[config.mk]
export PLATFORM = sky130hd
export DESIGN_NAME = ln_token_sequencer
export DESIGN_NICKNAME = d
export VERILOG_FILES = /design/src/rtl/ln_seq_pkg.sv /design/src/rtl/ln_seq_watchdog.sv /design/src/rtl/ln_token_sequencer.sv
export SDC_FILE = /design/constraint.sdc
export NUM_CORES = 1
export LEC_CHECK = 0
export ABC_AREA = 1
export ABC_CLOCK_PERIOD_IN_PS = 3650
export BUFFER_PORTS_ARGS = -buffer_cell sky130_fd_sc_hd__clkbuf_2
export CAP_MARGIN = 20
export CORE_UTILIZATION = 45
export DETAILED_ROUTE_END_ITERATION = 12
export PLACE_DENSITY = 0.73
export SLEW_MARGIN = 0
export SYNTH_ARGS = -nofsm -noshare
export SYNTH_HDL_FRONTEND = slang
export SYNTH_SLANG_ARGS = --single-unit
[constraint.sdc]
create_clock -name clk -period 3.65 [get_ports clk]
set_clock_uncertainty 0.05 [all_clocks]
set_input_delay 0 -clock clk [delete_from_list [all_inputs] [get_ports clk]]
set_output_delay 0 -clock clk [all_outputs]
set_load 0.01 [all_outputs]
[src/rtl/ln_seq_pkg.sv]
// Shared types and default sizing for the LayerNorm token sequencer.
// The FSM state encoding lives here so the checker and bench can refer to it.
package ln_seq_pkg;

    typedef enum logic [2:0] {
        S_IDLE    = 3'd0,
        S_FETCH   = 3'd1,
        S_WAIT_RD = 3'd2,
        S_START   = 3'd3,
        S_WAIT_LN = 3'd4,
        S_WRITE   = 3'd5,
        S_DONE    = 3'd6
    } state_t;

    localparam int SEQ_D     = 4;
    localparam int SEQ_DW    = 8;
    localparam int SEQ_OUT_W = 17;
    localparam int X_W       = SEQ_D * SEQ_DW;
    localparam int Y_W       = SEQ_D * SEQ_OUT_W;

endpackage

[src/rtl/ln_seq_watchdog.sv]
// Cycle counter guarding the wait for the LayerNorm core's result.
// expired rises on the TIMEOUT-th consecutive enabled cycle.
module ln_seq_watchdog #(
    parameter int TIMEOUT = 64
) (
    input  logic clk,
    input  logic rst,
    input  logic clr,
    input  logic en,
    output logic expired
);

    localparam int WD_W = $clog2(TIMEOUT + 1);

    logic [WD_W-1:0] cnt_r;

    // Saturating wait counter, restarted whenever the sequencer leaves the wait state
    always_ff @(posedge clk) begin
        if (rst) begin
            cnt_r <= {WD_W{1'b0}};
        end else if (clr) begin
            cnt_r <= {WD_W{1'b0}};
        end else if (en && (cnt_r != WD_W'(TIMEOUT))) begin
            cnt_r <= cnt_r + {{(WD_W-1){1'b0}}, 1'b1};
        end else begin
            cnt_r <= cnt_r;
        end
    end

    assign expired = en && (cnt_r >= WD_W'(TIMEOUT - 1));

endmodule

[src/rtl/ln_token_sequencer.sv]
// Drives the LayerNorm core over a run of tokens: fetch vector, start core,
// wait for the result (with watchdog), write it back, repeat.
module ln_token_sequencer
    import ln_seq_pkg::*;
#(
    parameter int D       = SEQ_D,
    parameter int DW      = SEQ_DW,
    parameter int OUT_W   = SEQ_OUT_W,
    parameter int ADDR_W  = 10,
    parameter int CNT_W   = 8,
    parameter int TIMEOUT = 64
) (
    input  logic                 clk,
    input  logic                 rst,
    input  logic                 cmd_valid,
    output logic                 cmd_ready,
    input  logic [ADDR_W-1:0]    cmd_base_in,
    input  logic [ADDR_W-1:0]    cmd_base_out,
    input  logic [CNT_W-1:0]     cmd_count,
    output logic                 busy,
    output logic                 done,
    output logic                 err_timeout,
    output logic                 rd_en,
    output logic [ADDR_W-1:0]    rd_addr,
    input  logic [D*DW-1:0]      rd_data,
    output logic                 ln_start,
    output logic [D*DW-1:0]      ln_x,
    input  logic                 ln_out_valid,
    input  logic [D*OUT_W-1:0]   ln_y,
    output logic                 wr_en,
    output logic [ADDR_W-1:0]    wr_addr,
    output logic [D*OUT_W-1:0]   wr_data
);

    localparam int XW = D * DW;
    localparam int YW = D * OUT_W;

    state_t              state_r;
    state_t              state_nx_s;
    logic                accept_s;
    logic                last_s;
    logic                wd_clr_s;
    logic                wd_en_s;
    logic                wd_expired_s;
    logic [CNT_W-1:0]    idx_r;
    logic [CNT_W-1:0]    idx_nx_s;
    logic [CNT_W-1:0]    count_r;
    logic [ADDR_W-1:0]   base_in_r;
    logic [ADDR_W-1:0]   base_in_nx_s;
    logic [ADDR_W-1:0]   base_out_r;

    logic                cmd_ready_r;
    logic                busy_r;
    logic                done_r;
    logic                err_timeout_r;
    logic                rd_en_r;
    logic [ADDR_W-1:0]   rd_addr_r;
    logic                ln_start_r;
    logic [XW-1:0]       ln_x_r;
    logic                wr_en_r;
    logic [ADDR_W-1:0]   wr_addr_r;
    logic [YW-1:0]       y_r;

    // cmd_ready is only ever high in IDLE, so this is an IDLE-only accept
    assign accept_s = cmd_valid && cmd_ready_r;
    assign wd_en_s  = (state_r == S_WAIT_LN);
    assign wd_clr_s = !wd_en_s;

    ln_seq_watchdog #(
        .TIMEOUT (TIMEOUT)
    ) u_watchdog (
        .clk     (clk),
        .rst     (rst),
        .clr     (wd_clr_s),
        .en      (wd_en_s),
        .expired (wd_expired_s)
    );

    // Next-state logic plus look-ahead of index and input base for the registered address
    always_comb begin
        state_nx_s   = state_r;
        idx_nx_s     = idx_r;
        base_in_nx_s = base_in_r;
        last_s       = (({1'b0, idx_r} + {{CNT_W{1'b0}}, 1'b1}) == {1'b0, count_r});
        case (state_r)
            S_IDLE: begin
                if (accept_s) begin
                    base_in_nx_s = cmd_base_in;
                    idx_nx_s     = {CNT_W{1'b0}};
                    if (cmd_count == {CNT_W{1'b0}}) begin
                        state_nx_s = S_DONE;
                    end else begin
                        state_nx_s = S_FETCH;
                    end
                end else begin
                    state_nx_s = S_IDLE;
                end
            end
            S_FETCH:   state_nx_s = S_WAIT_RD;
            S_WAIT_RD: state_nx_s = S_START;
            S_START:   state_nx_s = S_WAIT_LN;
            S_WAIT_LN: begin
                // A result arriving on the expiry cycle still counts
                if (ln_out_valid) begin
                    state_nx_s = S_WRITE;
                end else if (wd_expired_s) begin
                    state_nx_s = S_DONE;
                end else begin
                    state_nx_s = S_WAIT_LN;
                end
            end
            S_WRITE: begin
                idx_nx_s = idx_r + {{(CNT_W-1){1'b0}}, 1'b1};
                if (last_s) begin
                    state_nx_s = S_DONE;
                end else begin
                    state_nx_s = S_FETCH;
                end
            end
            S_DONE:  state_nx_s = S_IDLE;
            default: state_nx_s = S_IDLE;
        endcase
    end

    // State register
    always_ff @(posedge clk) begin
        if (rst) begin
            state_r <= S_IDLE;
        end else begin
            state_r <= state_nx_s;
        end
    end

    // Registered handshake and strobe outputs, decoded from the next state so they align with it
    always_ff @(posedge clk) begin
        if (rst) begin
            cmd_ready_r   <= 1'b1;
            busy_r        <= 1'b0;
            done_r        <= 1'b0;
            err_timeout_r <= 1'b0;
            rd_en_r       <= 1'b0;
            rd_addr_r     <= {ADDR_W{1'b0}};
            ln_start_r    <= 1'b0;
            wr_en_r       <= 1'b0;
            wr_addr_r     <= {ADDR_W{1'b0}};
        end else begin
            cmd_ready_r <= (state_nx_s == S_IDLE);
            busy_r      <= (state_nx_s != S_IDLE);
            done_r      <= (state_nx_s == S_DONE);
            rd_en_r     <= (state_nx_s == S_FETCH);
            ln_start_r  <= (state_nx_s == S_START);
            wr_en_r     <= (state_nx_s == S_WRITE);
            if (state_nx_s == S_FETCH) begin
                rd_addr_r <= base_in_nx_s + ADDR_W'(idx_nx_s);
            end else begin
                rd_addr_r <= rd_addr_r;
            end
            if (state_nx_s == S_WRITE) begin
                wr_addr_r <= base_out_r + ADDR_W'(idx_r);
            end else begin
                wr_addr_r <= wr_addr_r;
            end
            if (accept_s) begin
                err_timeout_r <= 1'b0;
            end else if (wd_en_s && !ln_out_valid && wd_expired_s) begin
                err_timeout_r <= 1'b1;
            end else begin
                err_timeout_r <= err_timeout_r;
            end
        end
    end

    // Command latches, token index and the vector/result data registers
    always_ff @(posedge clk) begin
        if (rst) begin
            idx_r      <= {CNT_W{1'b0}};
            count_r    <= {CNT_W{1'b0}};
            base_in_r  <= {ADDR_W{1'b0}};
            base_out_r <= {ADDR_W{1'b0}};
            ln_x_r     <= {XW{1'b0}};
            y_r        <= {YW{1'b0}};
        end else begin
            idx_r     <= idx_nx_s;
            base_in_r <= base_in_nx_s;
            if (accept_s) begin
                count_r    <= cmd_count;
                base_out_r <= cmd_base_out;
            end else begin
                count_r    <= count_r;
                base_out_r <= base_out_r;
            end
            // ln_x is only reloaded here, so it stays put while the core samples it
            if (state_r == S_WAIT_RD) begin
                ln_x_r <= rd_data;
            end else begin
                ln_x_r <= ln_x_r;
            end
            if (wd_en_s && ln_out_valid) begin
                y_r <= ln_y;
            end else begin
                y_r <= y_r;
            end
        end
    end

    assign cmd_ready   = cmd_ready_r;
    assign busy        = busy_r;
    assign done        = done_r;
    assign err_timeout = err_timeout_r;
    assign rd_en       = rd_en_r;
    assign rd_addr     = rd_addr_r;
    assign ln_start    = ln_start_r;
    assign ln_x        = ln_x_r;
    assign wr_en       = wr_en_r;
    assign wr_addr     = wr_addr_r;
    assign wr_data     = y_r;

endmodule
==> run_results.csv, run 1 <==
group,metric,value,unit
layout,stdcell_count,1604,
worst_setup_path,crit_type,"flop to flop",
drt,antenna_left,0,
cts,path_clk_slew,60,ps
power_and_ir_drop,total_power,5.386,mW
placed_design,dpl.hpwl,13920,um
floorplanning,chipHeight,130.8,um
yosys,synthCells,1010,
global_route,grt_pass1_vias,7562,
worst_setup_path,required,3930,ps
drt,avgViaCountPerCell,4.925,
yosys,yosysWarnings,0,
yosys,yosys-top-cells-area,"dfxtp_1, nor2_1, o21ai_0",
cts,postCtsSetupBuffers,0,
yosys,synthesis.nets,1163,
drt,drtIter0Drc,398,
layout,multi_input_area,0.003371,mm^2
cts,cts_buffer_depth,2,
worst_setup_path,cp_cell_sequence,"nor2_1 -> nand3_2 -> inv_1 -> or2_2 -> inv_1 -> nand2_1 -> nand2_1 -> ha_1 -> fa_1 -> a21oi_1 -> o21bai_1 -> a21oi_1 -> nor2_1 -> nor2_1 -> xor2_1 -> nand3_1 -> nand2_1 -> nor2_1",
min_path,hp-start,"cmd_valid",
sta,max_slew_margin,0.4934,
worst_setup_path,cpMostUsedCell,"nor2_1",
placed_design,routabilityCongestion,0.8945,
sta,rsz0062_at_grt,"no",
sta,finalCriticalPeriod,2978,ps
cts,clk-insertion-delay-late,430,ps
drt,wl_per_cell,14.15,um
sta,worst_pin_slew,760.0,ps
placed_design,post-place-ws,718.9,ps
cts,cts.sinks,173,
sta,worst_slack,672.4,ps
run_status,status,"finished clean",
min_path,hold_path_class,"input pin to flop",
worst_setup_path,worstPathMaxFanout,8,
global_route,grt_max_degree,87,
yosys,synth_seq_cells,173,
cts,cts_root_buf,"clkbuf_16",
sta,fin_setup_tns,0,ps
layout,drive_above_1_share,0.2370,
sta,min_period_over_period,0.8158,
layout,nNetsFinal,1528,
layout,nFillCells,1309,
worst_setup_path,r2r-start,"state_r[1]$_SDFF_PP0_",
yosys,synthTopCellsByCount,"nor2_1, dfxtp_1, o21ai_0",
layout,post-route-util,0.6724,
sta,hold_violations,0,
cts,postCtsResizedCells,0,
worst_setup_path,max_stage_delay,410,ps
yosys,synthFlopType,"dfxtp_1",
yosys,synth.most_common_cell,"nor2_1",
cts,htree_num_levels,4,
sta,setup_viol,0,
floorplanning,dieArea,0.01710,mm^2
worst_setup_path,crit_path_start_kind,"flop",
yosys,synth.cell_area,0.007461,mm^2
worst_setup_path,slowest_stage,"fa_1",
drt,drtPass1Iterations,5,
yosys,yosysTopAreaCell,"dfxtp_1",
floorplanning,design.core.area,0.01606,mm^2
worst_setup_path,cp.arrival,3250,ps
yosys,syn_area_per_cell,7.387,um^2
floorplanning,die_w,130.8,um
sta,slew_viol_final,0,
drt,vias,7900,
floorplanning,start_util,0.4646,
run,drv_cap,0,
power_and_ir_drop,power-per-cell-area,498.8,mW/mm^2
global_route,grt.total_usage,0.2666,
floorplanning,io_pins,259,
global_route,grt_pass1_wl,35660,um
cts,cts_tree,"built",
sta,fmax,0.3358,GHz
floorplanning,row_count,46,
placed_design,dpl_cell_area,0.008905,mm^2
yosys,synth_top_area_frac,0.4642,
drt,drc,0,
cts,numCtsBuffers,17,
sta,holdWs,26.88,ps
power_and_ir_drop,p_leak,5.182,nW
global_route,antenna_found_initial,0,
global_route,grt_overflow,0,
layout,ff_latch_area,0.003463,mm^2
placed_design,numPortBuffers,258,
yosys,async_flop_share,0,
power_and_ir_drop,ir_drop,0.0003181,V
layout,area_growth,44.73,%
yosys,synth_edf_count,0,
worst_setup_path,cp-end-kind,"flop",
layout,fin_area,0.01080,mm^2
placed_design,placedCellCount,1444,
layout,diodes,0,
worst_setup_path,cp-startpoint,"state_r[1]$_SDFF_PP0_",
yosys,seq_area_frac_synth,0.4642,
yosys,ys_types,37,
drt,wirelength,22700,um
worst paths after layout:
path	slack, ps	depth (start not counted)	to
setup / recovery	670	18	rd_addr[6]$_SDFFE_PP0N_
hold / removal	30	5	err_timeout$_SDFFE_PP0P_
setup reg to reg	670	18	rd_addr[6]$_SDFFE_PP0N_
hold reg to reg	390	2	ln_x[30]$_SDFFE_PP0P_
report_power, final:
part           internal, mW  switching (mW)  total, mW
Combinational         0.537           0.764       1.30
Clock                  1.09           0.775       1.86
Sequential             2.11           0.110       2.22
Total                  3.74            1.65       5.39
cells in the final DEF (no fill, tap or decap), drive strengths merged, types with 3 or more instances in the layout:
cell	instances
nor2	217
ha	19
nand3	40
a211oi	6
xor2	8
xnor2	8
nand4	5
clkbuf	279
dfxtp	173
nand2	118
nor3	7
o21ai	135
buf	9
a21oi	87
clkinvlp	3
dlygate4sd3	128
inv	118
o211ai	7
clkinv	5
state kept, by name (all words and copies together), names as in the netlist:
signal	count
err_timeout	1
idx_r	8
rd_en	1
state_r	3
ln_start	1
wr_data	68
base_in_r	10
done	1
ln_x	32
count_r	8
wr_addr	10
busy	1
rd_addr	10
cmd_ready	1
wr_en	1
base_out_r	10
u_watchdog.cnt_r	7
cell families (layout without fill, tap and decap cells):
family	count (synthesis)	after routing	share of synthesized area
simple gates	394	394	0.2271
xor+xnor	16	16	0.01878
flops	173	173	0.4642
buf+inv	166	544	0.08536
mux	1	1	0.001342
compound gates	239	239	0.1660
fa+ha+maj	21	21	0.03723
critical path: cells and delay by family (launching register included):
family / cells / cell delay (ps)
buffers and inverters: 2 / 280
DFF: 1 / 350
adders and majority gates: 2 / 610
AOI/OAI and AO/OA: 3 / 490
and+or+nand+nor: 10 / 970
xor gates and xnor gates: 1 / 150
per-layer routing:
| metal | vias up | share of wire | track usage |
|---|---|---|---|
| li1 | 3971 | - | - |
| met1 | 3608 | 0.42 | 0.3063 |
| met2 | 261 | 0.49 | 0.4578 |
| met3 | 60 | 0.056 | 0.07044 |
| met4 | 0 | 0.034 | 0.1332 |
| met5 | - | 0 | 0 |
what timing repair did:
item                                   CTS  global route
hold buffers                           128             0
setup endpoints to repair                0             0
endpoints found under the hold margin  128             0
cell type report:
class,instances,share of cell area
inverter,117,0.04090
multi-input combinational,671,0.3122
clock buffer,21,0.04450
clock inverter,11,0.01217
timing repair buffer,395,0.2445
tap,216,0.02503
sequential,173,0.3207
Power figures use the tool's default switching activity.
==> run 2: changes to the inputs <==
--- a/config.mk
+++ b/config.mk
@@ -6,7 +6,7 @@
 export NUM_CORES = 1
 export LEC_CHECK = 0
 export ABC_AREA = 1
-export ABC_CLOCK_PERIOD_IN_PS = 3650
+export ABC_CLOCK_PERIOD_IN_PS = 2900
 export BUFFER_PORTS_ARGS = -buffer_cell sky130_fd_sc_hd__clkbuf_2
 export CAP_MARGIN = 20
 export CORE_UTILIZATION = 45
==> constraint.sdc (replaced) <==
create_clock -name clk -period 2.9 [get_ports clk]
set_clock_uncertainty 0.05 [all_clocks]
set_input_delay 0 -clock clk [delete_from_list [all_inputs] [get_ports clk]]
set_output_delay 0 -clock clk [all_outputs]
set_load 0.01 [all_outputs]
==> run_results.csv, run 2 (synthesis results as in run 1) <==
group,metric,value,unit
run_status,status,"finished clean",
floorplanning,die_w,130.8,um
sta,slew_viol_final,0,
cts,htree_num_levels,4,
global_route,grt_overflow,0,
layout,final_common_cell,"clkbuf_2",
global_route,grt_pass1_vias,7385,
global_route,antenna_found_initial,0,
sta,max_slew_margin,0.3591,
layout,largest_reg_flops,68,
power_and_ir_drop,total_power,6.688,mW
worst_setup_path,crit_type,"flop to flop",
drt,avgViaCountPerCell,4.889,
floorplanning,dieArea,0.01710,mm^2
global_route,met1_usage,0.3009,
worst_setup_path,cp.arrival,2950,ps
drt,antenna_left,0,
floorplanning,row_count,46,
min_path,hold_path_class,"input pin to flop",
sta,worst_pin_slew,961.4,ps
cts,cts_root_buf,"clkbuf_16",
floorplanning,io_pins,259,
sta,fmax,0.3733,GHz
global_route,grt_use_met3,0.07003,
layout,drive_above_1_share,0.2462,
floorplanning,chipHeight,130.8,um
worst_setup_path,max_stage_delay,370,ps
worst_setup_path,slowest_stage,"dfxtp_1",
sta,min_period_over_period,0.9237,
layout,mostFrequentLayoutCells,"clkbuf_2, nor2_1, dfxtp_1",
worst_setup_path,crit_path_start_kind,"flop",
layout,diodes,0,
drt,drc,0,
layout,stdcell_count,1609,
sta,fin_setup_tns,0,ps
layout,multi_input_area,0.003421,mm^2
sta,hold_violations,0,
worst_setup_path,required,3170,ps
global_route,grt_pass1_wl,33990,um
sta,setup_viol,0,
layout,area_growth,45.51,%
global_route,grt_max_degree,112,
cts,clk-insertion-delay-late,420,ps
worst_setup_path,cp_cell_sequence,"inv_1 -> nor3_4 -> or2_2 -> inv_1 -> nand2_1 -> nand2_1 -> ha_1 -> fa_2 -> a21oi_1 -> o21bai_1 -> a21oi_1 -> nor2_1 -> nor2_1 -> xor2_1 -> nand3_1 -> nand2_1 -> nor2_1",
power_and_ir_drop,power-per-cell-area,616.1,mW/mm^2
floorplanning,design.core.area,0.01606,mm^2
floorplanning,start_util,0.4646,
cts,cts_buffer_depth,2,
global_route,grt.total_usage,0.2543,
layout,nFillCells,1279,
drt,vias,7866,
drt,drtIter0Drc,349,
cts,numCtsBuffers,17,
power_and_ir_drop,ir_drop,0.0004250,V
power_and_ir_drop,p_leak,5.192,nW
sta,rsz0062_at_grt,"yes",
worst_setup_path,cp-end-kind,"flop",
drt,wl_per_cell,13.68,um
layout,post-route-util,0.6761,
cts,cts_tree,"built",
global_route,top_usage_layer,"met2",
placed_design,placedCellCount,1449,
cts,path_clk_slew,70,ps
sta,holdWs,61.20,ps
drt,drtPass1Iterations,4,
run,drv_cap,0,
placed_design,routabilityCongestion,0.9139,
sta,finalCriticalPeriod,2679,ps
cts,cts.sinks,173,
global_route,use_met2,0.4279,
layout,ff_latch_area,0.003466,mm^2
layout,nNetsFinal,1533,
drt,wirelength,22010,um
placed_design,dpl.hpwl,14000,um
placed_design,numPortBuffers,258,
worst_setup_path,worstPathMaxFanout,4,
[run 2: final timing paths]
path | start | endpoint | slack (ps) | cells past startpoint
hold reg to reg | ln_x[28]$_SDFFE_PP0P_ | ln_x[28]$_SDFFE_PP0P_ | 390 | 2
setup / recovery | state_r[0]$_SDFF_PP0_ | rd_addr[6]$_SDFFE_PP0N_ | 220 | 17
hold / removal | cmd_valid | err_timeout$_SDFFE_PP0P_ | 60 | 5
setup reg to reg | state_r[0]$_SDFF_PP0_ | rd_addr[6]$_SDFFE_PP0N_ | 220 | 17
[run 2: metal layers]
layer	part of all wire	vias to the layer above
met4	0.033	0
met2	0.49	257
met3	0.058	63
met1	0.42	3560
met5	0	-
li1	-	3986
[run 2: stage by stage]
stage | instance area [um^2] | worst slack, ps
after floorplan | 7461 | 143.8
after global placement | 8955 | 223.2
after detailed placement | 8955 | 196.6
after CTS | 10800 | 180.4
after global routing | 10860 | -18.46
final | 10860 | 221.3
[run 2: worst max-delay path, delay by kind of cell, from the launching register on]
kind,cells,cell delay (ps)
simple gates,9,830
compound gates,3,440
fa+ha+maj,2,560
flops,1,370
xor+xnor,1,150
buf+inv,2,190
[run 2: layout make-up]
type                    count  share of cell area
repair buffers            400              0.2478
clock inverters            12             0.01026
flip-flops and latches    173              0.3192
well taps                 216             0.02489
multi-input cells         671              0.3151
inverters                 117             0.04068
clock buffers              20             0.04207
[run 2: where the power goes]
group / total (mW) / internal [mW] / switching (mW)
Combinational: 1.68 / 0.705 / 0.977
Sequential: 2.80 / 2.66 / 0.139
Clock: 2.21 / 1.24 / 0.974
Total: 6.69 / 4.60 / 2.09
[run 2: timing repair]
action                                  4_1_cts  5_1_grt
hold buffers                                128        0
endpoints found under the hold margin       128        0
resized for setup                             0       13
buffers inserted                              0        0
endpoints found under the setup margin        0        3
